==> src/rtl/sfr_rmw_master.sv <==
// sfr_rmw_master: performs single SFR bus transactions on behalf of a core.
// Plain reads and writes, single-bit set/clear/complement, and byte-wide
// AND/OR/XOR. Each read-modify-write is done as one read cycle followed by
// one write cycle.
//
// Handshake: the core raises i_req with the operands valid. The request is
// accepted on the rising edge where the FSM is IDLE (o_busy=0) and i_req=1,
// and all operands are latched on that edge. While o_busy=1, i_req and every
// operand input are ignored; nothing is queued. o_done pulses for one cycle
// when the transaction finishes, and the next request can be accepted no
// earlier than the edge after that pulse.
module sfr_rmw_master #(
    parameter int ADDR_W = 7
) (
    input  logic              i_clk,
    input  logic              i_rst_n,
    input  logic              i_req,
    input  logic [2:0]        i_op,
    input  logic [ADDR_W-1:0] i_addr,
    input  logic [2:0]        i_bit_sel,
    input  logic [7:0]        i_wdata,
    output logic              o_busy,
    output logic              o_done,
    output logic [7:0]        o_rdata,
    output logic              o_bit_out,
    output logic [ADDR_W-1:0] o_sfr_address,
    output logic [7:0]        o_sfr_data,
    output logic              o_sfr_wren,
    output logic              o_sfr_rden,
    input  logic [7:0]        i_sfr_q,
    output logic [1:0]        o_dbg_state
);

    typedef enum logic [1:0] {
        S_IDLE = 2'd0,
        S_RD   = 2'd1,
        S_WR   = 2'd2,
        S_DONE = 2'd3
    } state_t;

    localparam logic [2:0] OP_READ  = 3'd0;
    localparam logic [2:0] OP_WRITE = 3'd1;
    localparam logic [2:0] OP_SETB  = 3'd2;
    localparam logic [2:0] OP_CLRB  = 3'd3;
    localparam logic [2:0] OP_CPLB  = 3'd4;
    localparam logic [2:0] OP_ANL   = 3'd5;
    localparam logic [2:0] OP_ORL   = 3'd6;
    localparam logic [2:0] OP_XRL   = 3'd7;

    state_t            r_state;
    state_t            w_next_state;
    logic [2:0]        r_op;
    logic [ADDR_W-1:0] r_addr;
    logic [2:0]        r_bit_sel;
    logic [7:0]        r_wdata;
    logic [7:0]        r_rdata;
    logic              r_bit_out;
    logic [7:0]        w_bit_mask;
    logic [7:0]        w_mod_data;
    logic              w_accept;

    assign w_accept   = (r_state == S_IDLE) && i_req;
    assign w_bit_mask = 8'd1 << r_bit_sel;

    // State register; reset abandons any transaction in flight.
    always_ff @(posedge i_clk) begin
        if (!i_rst_n) begin
            r_state <= S_IDLE;
        end else begin
            r_state <= w_next_state;
        end
    end

    // Operand latch on accept, and read-data / bit capture at the end of RD.
    always_ff @(posedge i_clk) begin
        if (!i_rst_n) begin
            r_op      <= 3'd0;
            r_addr    <= '0;
            r_bit_sel <= 3'd0;
            r_wdata   <= 8'h00;
            r_rdata   <= 8'h00;
            r_bit_out <= 1'b0;
        end else begin
            if (w_accept) begin
                r_op      <= i_op;
                r_addr    <= i_addr;
                r_bit_sel <= i_bit_sel;
                r_wdata   <= i_wdata;
            end
            if (r_state == S_RD) begin
                r_rdata   <= i_sfr_q;
                r_bit_out <= i_sfr_q[r_bit_sel];
            end
        end
    end

    // Value driven during the write cycle, derived from the latched operation.
    always_comb begin
        w_mod_data = r_wdata;
        case (r_op)
            OP_WRITE: w_mod_data = r_wdata;
            OP_SETB:  w_mod_data = r_rdata | w_bit_mask;
            OP_CLRB:  w_mod_data = r_rdata & ~w_bit_mask;
            OP_CPLB:  w_mod_data = r_rdata ^ w_bit_mask;
            OP_ANL:   w_mod_data = r_rdata & r_wdata;
            OP_ORL:   w_mod_data = r_rdata | r_wdata;
            OP_XRL:   w_mod_data = r_rdata ^ r_wdata;
            default:  w_mod_data = r_wdata;
        endcase
    end

    // Next-state and bus strobes; read and write enables come from distinct
    // states so they can never overlap.
    always_comb begin
        w_next_state = r_state;
        o_busy       = 1'b1;
        o_done       = 1'b0;
        o_sfr_rden   = 1'b0;
        o_sfr_wren   = 1'b0;
        o_sfr_data   = 8'h00;
        case (r_state)
            S_IDLE: begin
                o_busy = 1'b0;
                if (i_req) begin
                    w_next_state = (i_op == OP_WRITE) ? S_WR : S_RD;
                end
            end
            S_RD: begin
                o_sfr_rden   = 1'b1;
                w_next_state = (r_op == OP_READ) ? S_DONE : S_WR;
            end
            S_WR: begin
                o_sfr_wren   = 1'b1;
                o_sfr_data   = w_mod_data;
                w_next_state = S_DONE;
            end
            S_DONE: begin
                o_done       = 1'b1;
                w_next_state = S_IDLE;
            end
            default: begin
                w_next_state = S_IDLE;
            end
        endcase
    end

    // The address register only loads on accept, so it holds through IDLE.
    assign o_sfr_address = r_addr;
    assign o_rdata       = r_rdata;
    assign o_bit_out     = r_bit_out;
    assign o_dbg_state   = r_state;

endmodule

==> config.mk <==
export PLATFORM = sky130hd
export DESIGN_NAME = sfr_rmw_master
export DESIGN_NICKNAME = d
export VERILOG_FILES = /design/src/rtl/sfr_rmw_master.sv
export SDC_FILE = /design/constraint.sdc
export NUM_CORES = 1
export LEC_CHECK = 0
export BUFFER_PORTS_ARGS = -buffer_cell sky130_fd_sc_hd__buf_4
export CAP_MARGIN = 30
export CORE_MARGIN = 4
export CORE_UTILIZATION = 52
export DETAILED_ROUTE_END_ITERATION = 6
export GPL_TIMING_DRIVEN = 1
export PLACE_DENSITY = 0.77
export RECOVER_POWER = 100
export REMOVE_ABC_BUFFERS = 1
export SLEW_MARGIN = 0
export SYNTH_ARGS = -nofsm -noshare
export SYNTH_HDL_FRONTEND = slang
export SYNTH_SLANG_ARGS = --single-unit
==> constraint.sdc <==
create_clock -name i_clk -period 1.8 [get_ports i_clk]
set_input_delay 0.27 -clock i_clk [delete_from_list [all_inputs] [get_ports i_clk]]
set_output_delay 0.27 -clock i_clk [all_outputs]
set_load 0.1 [all_outputs]
Word level (Yosys, flattened, before mapping). Cells that the tools add are included.

Register bits after elaboration: 32. Bits of input ports: 32. Word-level logic and storage cells: 42.

Reduce and logical (&&, ||, !) cells: 3. Magnitude comparators: 1. Bitwise gates (word level): 7. Eq/ne operators: 11. Muxes and demuxes: 12. Shift-type cells: 1.

Operators with widths (number): 8-bit one-hot mux with 6 select lines (1); 8-bit bitwise AND (2); 8-bit bitwise OR (2); 8-bit XOR (2); 3-bit == test (second input constant) (4); 8-bit 2-to-1 mux (1); 8-bit NOT (1); 2-bit one-hot mux with 4 select lines (1); 1-bit by 3-bit << shifter with 8-bit output (first input constant) (1); 3-bit by 2-bit == test with 1-bit output (second input constant) (2); 1-bit 2-to-1 mux (6); 2-bit == test (second input constant) (2); 3-bit by 4-bit less-than comparator with 1-bit output (second input constant) (1); 2-bit 2-to-1 mux (2); 1-bit binary-select mux with 3-bit select (1); 3-bit by 1-bit == test with 1-bit output (second input constant) (1); 3-bit logical NOT (1); 2-bit by 1-bit == test with 1-bit output (second input constant) (1); 2-bit logical NOT (1); 2-bit != test (second input constant) (1); 1-bit logical AND (1).

Longest topological paths before layout. Gate-level depths: netlist of the first run.

Word-level depth: 5. Gate-level depth with buffers: 6.

Least setup slack after synthesis of the first run. Ideal clock, no wire load.

Path kind: reg-to-output. Start point: register r_state[1], in the netlist o_dbg_state[1]. End point: output port o_sfr_data[2]. Required time: 1.530 ns. Arrival: 4.641 ns. Cell stages (with the launch flop): 5. Setup slack: -3.111 ns. Cell sequence: dfxtp_1 ha_1 clkbuf_1 o31ai_1 a211oi_1.

Cells in the longest elaborated chain, start to end: 2.

RTL lines: start: declaration (line 50) `state_t r_state;`; start signal: assignment (line 70) `r_state <= w_next_state;`; 2-bit == test (line 121) `case (r_state)`; 8-bit 2-to-1 mux (line 121); end: declaration (line 27) `output logic [7:0] o_sfr_data,`.

No other way between the ends.

Final worst setup path of the first run.
Start point: register r_bit_sel[1]. End point: output port o_sfr_data[2].

Cells in the longest elaborated chain, start to end: 5.

RTL lines: start: declaration (line 54) `logic [2:0] r_bit_sel;`; start signal: assignment (line 87) `r_bit_sel <= i_bit_sel;`; 1-bit by 3-bit << shifter with 8-bit output * (line 63) `assign w_bit_mask = 8'd1 << r_bit_sel;`; 8-bit NOT (line 103) `OP_CLRB: w_mod_data = r_rdata & ~w_bit_mask;`; 8-bit bitwise AND (line 103); 8-bit one-hot mux with 6 select lines * (line 100) `case (r_op)`; 8-bit 2-to-1 mux * (line 121).

Every way passes the cells marked *; elsewhere a longest branch is shown, timed or not.

==> results of run 1 <==
==> what timing repair did <==
| item | in CTS | in global routing |
|---|---|---|
| endpoints found under the hold margin | 0 | 0 |
| setup buffers | 5 | 6 |
| setup endpoints to repair | 8 | 8 |
| gates resized for setup | 39 | 15 |
| pin swaps | 16 | 11 |
==> worst max-delay path: stages, from the launching register on <==
cell,delay (ns)
dfxtp_4,0.40
buf_6,0.13
buf_6,0.09
or3b_4,0.37
a21oi_2,0.17
a2bb2oi_2,0.16
a211oi_2,0.05
clkbuf_8,0.23
==> flip-flops by register name, indices dropped and copies added, names as in the netlist <==
register       flops
r_op               3
o_bit_out          1
o_rdata            8
o_sfr_address      7
r_wdata            8
o_dbg_state        2
r_bit_sel          3
==> power by group <==
part / total (mW) / internal, mW / switching, mW
Clock: 0.529 / 0.262 / 0.266
Sequential: 1.03 / 0.846 / 0.186
Combinational: 2.36 / 0.737 / 1.63
Total: 3.92 / 1.84 / 2.08
==> kinds of logic (layout without fill, tap and decap cells) <==
logic type               after synthesis  after routing  synth area share
flip-flops                            32             32            0.3042
adder cells (fa/ha/maj)                5              5           0.02971
XOR/XNOR                               6              6           0.02496
buffers and inverters                 27            113           0.06298
AO/OA/AOI/OAI                         66             66            0.2359
multiplexers                          15             15           0.08497
AND/OR/NAND/NOR                      101            101            0.2573
==> synth_stat cells <==
cell,count,area share
nand2_1,50,0.089
dfxtp_1,32,0.30
a21boi_0,22,0.078
nor2b_1,20,0.059
mux2i_1,13,0.062
clkbuf_1,11,0.020
nand3_1,10,0.024
a21oi_1,9,0.021
o21ai_0,7,0.017
o311a_1,7,0.033
inv_1,6,0.011
o211ai_1,6,0.021
ha_1,5,0.030
buf_2,4,0.0095
o311ai_1,4,0.017
xnor2_1,4,0.017
a211oi_1,3,0.011
buf_4,3,0.011
nand2b_1,3,0.0089
nor2_1,3,0.0053
a31oi_1,2,0.0059
and4bb_2,2,0.012
buf_6,2,0.011
nand3b_1,2,0.0071
nor4b_2,2,0.014
o311ai_2,2,0.015
o31ai_1,2,0.0071
xor2_1,2,0.0083
a2bb2oi_1,1,0.0042
a32o_1,1,0.0048
and2_1,1,0.0030
and4bb_1,1,0.0059
buf_1,1,0.0018
mux4_1,1,0.012
mux4_2,1,0.011
nand4b_2,1,0.0071
nor2_2,1,0.0030
nor3_1,1,0.0024
nor3b_1,1,0.0036
nor4b_1,1,0.0042
or3b_1,1,0.0042
or3b_2,1,0.0042
==> layer usage <==
layer | GRT usage | part of all wire | wire length, um | up-vias
li1 | - | - | - | 1066
met1 | 0.2837 | 0.41 | 2530 | 1017
met2 | 0.3827 | 0.50 | 3066 | 84
met3 | 0.06311 | 0.073 | 449 | 16
met4 | 0.1002 | 0.022 | 134 | 0
met5 | 0 | 0 | 0 | -
==> area by class of cell <==
class	instances	area, sq um
clock buffer	6	72.57
multi-input combinational	193	1395
tap	48	60.06
timing repair buffer	100	823.3
fill	256	765.7
inverter	6	22.52
clock inverter	1	5.005
sequential	32	654.4
==> path summary, 6_finish.rpt <==
check                                        end  slack, ns  cells past startpoint
worst max-delay path               o_sfr_data[2]      -0.36                      7
worst min register to register  o_sfr_address[1]       0.46                      2
worst min-delay path                  r_wdata[0]       0.23                      3
worst max register to register         o_bit_out       0.23                      4
==> results.json, run 1 <==
{
  "status": "finished, violations left",
  "violations": "setup timing",
  "cts-root-buf": "clkbuf_8",
  "period_share": 1.198,
  "power_density_mw_per_mm2": 1293,
  "fp.dieW_um": 71.64,
  "rsz0062_at_grt": "yes",
  "ys_warn_count": 0,
  "post-place-cells": 368,
  "maxCapViolCount": 0,
  "dp_slack_ns": -0.2613,
  "required_ns": 1.53,
  "whs_ns": 0.2283,
  "io_pins": 62,
  "startpoint_type": "flip-flop",
  "hold_path.class": "input pin to flip-flop",
  "num_antenna_cells": 0,
  "die_y_um": 71.64,
  "r2r-start": "r_bit_sel[0]",
  "drt-total-wl_um": 6181,
  "final_cells": 386,
  "cts_tree": "done",
  "io_buffers": 61,
  "tns_ns": -2.442,
  "path_max_fanout": 7,
  "ctsHoldBuffers": 0,
  "p_total_mw": 3.922,
  "place.gp.congestion": 0.8052,
  "syn_avg_cell_area_sq_um": 8.356,
  "htree_levels": 2,
  "area_delta_synth_final_pct": 44.03,
  "syn_area_sq_mm": 0.002106,
  "crit_start": "r_bit_sel[1]",
  "drive_above_1_share": 0.3876,
  "final_common_cell": "buf_4",
  "grt_pass1_vias": 2050,
  "vias_per_cell": 5.655,
  "core_area_sq_mm": 0.003799,
  "slew_violations": 0,
  "dr.pass1.iters": 4,
  "synth-seq-cells": 32,
  "cellLeakagePower_nw": 1.323,
  "numClockSinks": 32,
  "ir_worst_vdd_mv": 0.7539,
  "worst_slack_ns": -0.3560,
  "seq_area_frac_synth": 0.3042,
  "dpl.hpwl_um": 3954,
  "clk_pin_slew_ns": 0.07,
  "ys_types": 42,
  "arrival_ns": 1.89,
  "ant_nets": 0,
  "criticalPathCategory": "flip-flop to primary output",
  "tightest_slew_ns": 0.5456,
  "cts_buffers": 5,
  "clk_latency_ns": 0.29,
  "worst_setup_path_end_kind": "primary output",
  "grt_pass1_wl_um": 9584,
  "slew_headroom": 0.6378,
  "max_freq_mhz": 463.8,
  "final_area_sq_mm": 0.003033,
  "antenna_found_initial": 0,
  "finalHoldViolations": 0,
  "vias": 2183,
  "clockBufferDepth": 2,
  "finalCriticalPeriod_ns": 2.156,
  "layout.nets": 375,
  "hold_path.startpoint": "i_wdata[0]",
  "die_area_sq_mm": 0.005132,
  "grt.overflow.total": 0,
  "track_usage": 0.2324,
  "start_util": 0.5543,
  "placementRows": 22,
  "placed_cell_area_sq_mm": 0.002724,
  "route.detailed.drc": 0,
  "finalSetupViolCount": 8,
  "syn_inst": 252,
  "drt-initial-drc-count": 226,
  "grt_max_degree": 33,
  "fin_util": 0.7984,
  "avgRoutedWirePerCell_um": 16.01,
  "fin_worst_skew_ns": 0.008331,
  "layout_common_cells": "57 x buf_4, 50 x nand2_1, 27 x dfxtp_1"
}
Power figures use the tool's default switching activity.
==> inputs of run 2 (changes only) <==
- CORE_ASPECT_RATIO: unset -> 0.8
==> results.json, run 2 (synthesized netlist as in run 1, its figures left out) <==
{
  "clockBufferDepth": 2,
  "finalCriticalPeriod_ns": 2.200,
  "die_y_um": 64.92,
  "grt_max_degree": 33,
  "dr.pass1.iters": 4,
  "grt.overflow.total": 0,
  "critPathTopFamily": "compound AO/OA/AOI/OAI gates",
  "ctsHoldBuffers": 0,
  "r2r-start": "r_bit_sel[0]",
  "cts_buffers": 5,
  "cellLeakagePower_nw": 1.350,
  "crit_chain": "buf_6 > buf_4 > nand4b_2 > xor2_1 > o311ai_2 > o311a_1 > buf_12",
  "cp_slowest_cell": "dfxtp_4",
  "whs_ns": 0.2279,
  "p_comb_frac": 0.593,
  "arrival_ns": 1.93,
  "clk_latency_ns": 0.29,
  "vias_per_cell": 5.522,
  "layout.nets": 377,
  "placementRows": 20,
  "die_area_sq_mm": 0.005138,
  "slew_headroom": 0.6376,
  "io_pins": 62,
  "seqPwrFrac": 0.256,
  "p_sw_mw": 2.070,
  "cp_num_buf_inv": 3,
  "worst_setup_path_end_kind": "primary output",
  "vias": 2181,
  "hold_path.class": "input pin to flip-flop",
  "track_usage": 0.2318,
  "grt_pass1_vias": 2090,
  "startpoint_type": "flip-flop",
  "fin_worst_skew_ns": 0.01109,
  "slew_violations": 0,
  "path_max_fanout": 6,
  "final_common_cell": "buf_4",
  "hold_end": "r_wdata[0]",
  "htree_levels": 2,
  "io_buffers": 61,
  "antenna_found_initial": 0,
  "final_cells": 395,
  "worst_slack_ns": -0.4005,
  "maxCapViolCount": 0,
  "reg2reg_depth": 6,
  "clkPwrFrac": 0.151,
  "r2r_setup_slack_ns": 0.18,
  "status": "finished, violations left",
  "drt-total-wl_um": 6135,
  "ir_worst_vdd_mv": 0.9286,
  "cts-root-buf": "clkbuf_8",
  "tightest_slew_ns": 0.5460,
  "rsz0062_at_grt": "yes",
  "power_density_mw_per_mm2": 1302,
  "clk_pin_slew_ns": 0.07,
  "area_delta_synth_final_pct": 46.82,
  "dpl.hpwl_um": 3970,
  "avgRoutedWirePerCell_um": 15.53,
  "place.gp.congestion": 0.9065,
  "violations": "setup timing",
  "drt-initial-drc-count": 121,
  "required_ns": 1.53,
  "num_antenna_cells": 0,
  "p_sw_frac": 0.5144,
  "layout_common_cells": "74 x buf_4, 50 x nand2_1, 27 x dfxtp_1",
  "slowest_delay_ns": 0.39,
  "route.detailed.drc": 0,
  "finalHoldViolations": 0,
  "criticalPathCategory": "flip-flop to primary output",
  "core_area_sq_mm": 0.003854,
  "timing.rr.end": "o_bit_out",
  "drive_above_1_share": 0.3882,
  "numClockSinks": 32,
  "period_share": 1.222,
  "tns_ns": -2.617,
  "finalSetupViolCount": 8,
  "cts_tree": "done",
  "hold_path.startpoint": "i_wdata[0]",
  "post-place-cells": 378,
  "grt_pass1_wl_um": 9328,
  "p_int_mw": 1.955,
  "fp.dieW_um": 79.15,
  "ant_nets": 0,
  "max_freq_mhz": 454.4,
  "holdPathStages": 3,
  "start_util": 0.5464
}
## run 2: worst max-delay path by stage
stage,startpoint,end,cells after the start
finish,r_bit_sel[0],o_sfr_data[7],7
global route,r_bit_sel[0],o_sfr_data[1],7
CTS,r_bit_sel[1],o_sfr_data[2],7
detailed placement,r_bit_sel[1],o_sfr_data[1],6
global placement,r_bit_sel[0],o_sfr_data[4],6
floorplan,o_dbg_state[1],o_sfr_data[2],3
## run 2: layout make-up
class,instances,area (sq um)
fillers,291,762.0
inverters,6,22.52
clock buffers,7,96.34
repair buffers,102,847.1
well taps,55,68.82
flip-flops and latches,32,656.9
multi-input cells,193,1400
## run 2: metal layers
| metal | global-route usage | up-vias | part of all wire | routed length, um |
|---|---|---|---|---|
| li1 | - | 1070 | - | - |
| met1 | 0.2729 | 1016 | 0.43 | 2625 |
| met2 | 0.3918 | 86 | 0.48 | 2918 |
| met3 | 0.07361 | 9 | 0.081 | 499 |
| met4 | 0.09013 | 0 | 0.015 | 92 |
| met5 | 0 | - | 0 | 0 |
## run 2: stage by stage
stage          utilization  power (mW)  setup slack [ns]  cell area (sq um)
6_report            0.8023       4.025           -0.4005               3092
5_1_grt             0.8023       4.224           -0.4900               3092
4_1_cts             0.7854       3.988           -0.3614               3027
3_5_place_dp        0.7182       3.279           -0.2684               2768
3_3_place_gp        0.7182       3.246           -0.2199               2768
2_1_floorplan            -       2.607            -3.028               1996
## run 2: what timing repair did
item	CTS	global route
endpoints found under the hold margin	0	0
setup endpoints to repair	8	8
gates resized for setup	36	16
pin swaps	16	12
buffers inserted	8	3
## run 2: worst min-delay path, stage by stage
cell and delay, ns:
buf_4 0.11, nand2_1 0.04, a21boi_0 0.06
## run 2: power groups by stage
| stage | Clock (mW) | Sequential [mW] | Combinational, mW |
|---|---|---|---|
| final | 0.606 | 1.03 | 2.39 |
| after global routing | 0.657 | 1.05 | 2.51 |
| after CTS | 0.622 | 1.02 | 2.35 |
| after detailed placement | 0 | 1.03 | 2.25 |
| after global placement | 0 | 1.02 | 2.23 |
| after floorplan | 0 | 1.64 | 0.967 |
==> inputs of run 3 (changes only) <==
- CORE_UTILIZATION: 52 -> 47
- PLACE_DENSITY: 0.77 -> 0.74
- clock period: 1.8 -> 1.9 ns (I/O delays scaled with it)
==> results.json, run 3 (synthesized netlist as in run 1, its figures left out) <==
{
  "status": "finished, violations left",
  "violations": "setup timing",
  "ant_nets": 0,
  "reg2reg_depth": 6,
  "layout.nets": 372,
  "slew_violations": 0,
  "slew_headroom": 0.6268,
  "dpl.hpwl_um": 4151,
  "num_antenna_cells": 0,
  "placementRows": 21,
  "required_ns": 1.62,
  "maxCapViolCount": 0,
  "drt-initial-drc-count": 121,
  "track_usage": 0.2244,
  "r2r-start": "o_dbg_state[1]",
  "vias_per_cell": 5.588,
  "final_common_cell": "buf_4",
  "clk_latency_ns": 0.29,
  "place.gp.congestion": 0.8601,
  "period_share": 1.153,
  "layout_common_cells": "58 x buf_4, 50 x nand2_1, 28 x dfxtp_1",
  "io_pins": 62,
  "power_density_mw_per_mm2": 1263,
  "finalSetupViolCount": 9,
  "avgRoutedWirePerCell_um": 15.82,
  "rsz0062_at_grt": "yes",
  "hold_path.class": "input pin to flip-flop",
  "tightest_slew_ns": 0.5622,
  "cts_tree": "done",
  "crit_start": "r_bit_sel[1]",
  "hold_path.startpoint": "i_bit_sel[1]",
  "startpoint_type": "flip-flop",
  "fill_cells": 328,
  "grt_max_degree": 33,
  "cellLeakagePower_nw": 1.322,
  "dr.pass1.iters": 4,
  "arrival_ns": 1.91,
  "whs_ns": 0.2408,
  "cts-root-buf": "clkbuf_8",
  "placed_cell_area_sq_mm": 0.002775,
  "route.detailed.drc": 0,
  "die_area_sq_mm": 0.005622,
  "path_max_fanout": 6,
  "antenna_found_initial": 0,
  "tns_ns": -1.901,
  "ir_worst_vdd_mv": 0.6911,
  "grt.overflow.total": 0,
  "timing.rr.end": "r_op[0]",
  "dp_slack_ns": -0.2080,
  "drive_above_1_share": 0.3750,
  "max_freq_mhz": 456.3,
  "criticalPathCategory": "flip-flop to primary output",
  "io_buffers": 61,
  "numClockSinks": 32,
  "clockBufferDepth": 2,
  "vias": 2196,
  "core_area_sq_mm": 0.004257,
  "worst_setup_path_end_kind": "primary output",
  "final_cells": 393,
  "finalCriticalPeriod_ns": 2.192,
  "area_delta_synth_final_pct": 44.92,
  "fin_worst_skew_ns": 0.005003,
  "grt_pass1_wl_um": 10140,
  "final_area_sq_mm": 0.003052,
  "htree_levels": 2,
  "hold_end": "r_bit_sel[1]",
  "grt_pass1_vias": 2130,
  "worst_slack_ns": -0.2916,
  "die_y_um": 67.87,
  "finalHoldViolations": 0,
  "post-place-cells": 379,
  "drt-total-wl_um": 6216,
  "r2r_setup_slack_ns": 0.29,
  "start_util": 0.4947,
  "clk_pin_slew_ns": 0.07,
  "holdPathStages": 3,
  "fp.dieW_um": 82.84,
  "cts_buffers": 5
}
## run 3: area by class of cell
cell class	instances	area, sq um	share of cell area
Multi-Input combinational cell	193	1405	0.4604
Timing Repair Buffer	97	794.5	0.2604
Sequential cell	32	650.6	0.2132
Clock buffer	6	72.57	0.02378
Tap cell	57	71.32	0.02337
Clock inverter	2	35.03	0.01148
Inverter	6	22.52	0.007380
## run 3: metrics by stage
step	power (mW)	util
3_5_place_dp	3.125	0.6520
5_1_grt	4.044	0.7169
3_3_place_gp	3.093	0.6520
6_report	3.854	0.7169
2_1_floorplan	2.470	-
4_1_cts	3.904	0.7278
## run 3: power breakdown
group	internal, mW	total [mW]	switching [mW]
Combinational	0.695	2.25	1.55
Clock	0.389	0.649	0.260
Sequential	0.800	0.956	0.156
## run 3: per-layer routing
metal,global-route usage,up-vias,share of wire
met5,0,-,0
met4,0.09184,0,0.017
met3,0.06498,15,0.092
met2,0.3940,106,0.48
met1,0.2630,1013,0.41
li1,-,1062,-
## run 3: critical path: stages, from the launching register on
cell	delay, ns
dfxtp_4	0.37
buf_6	0.13
nor4b_4	0.26
xnor2_1	0.11
o311ai_1	0.29
o311a_1	0.28
buf_12	0.19
## run 3: how the worst max path moves through the flow
stage / depth (start not counted) / slack, ns / to
global route: 6 / -0.34 / o_sfr_data[1]
detailed placement: 6 / -0.21 / o_sfr_data[1]
floorplan: 3 / -2.94 / o_sfr_data[2]
global placement: 6 / -0.12 / o_sfr_data[4]
CTS: 6 / -0.29 / o_sfr_data[1]
finish: 6 / -0.29 / o_sfr_data[1]
## run 3: what timing repair did
action	CTS	global route
gates resized for setup	43	4
pin swaps	19	6
hold buffers	0	0
setup buffers	6	0
setup endpoints to repair	8	8
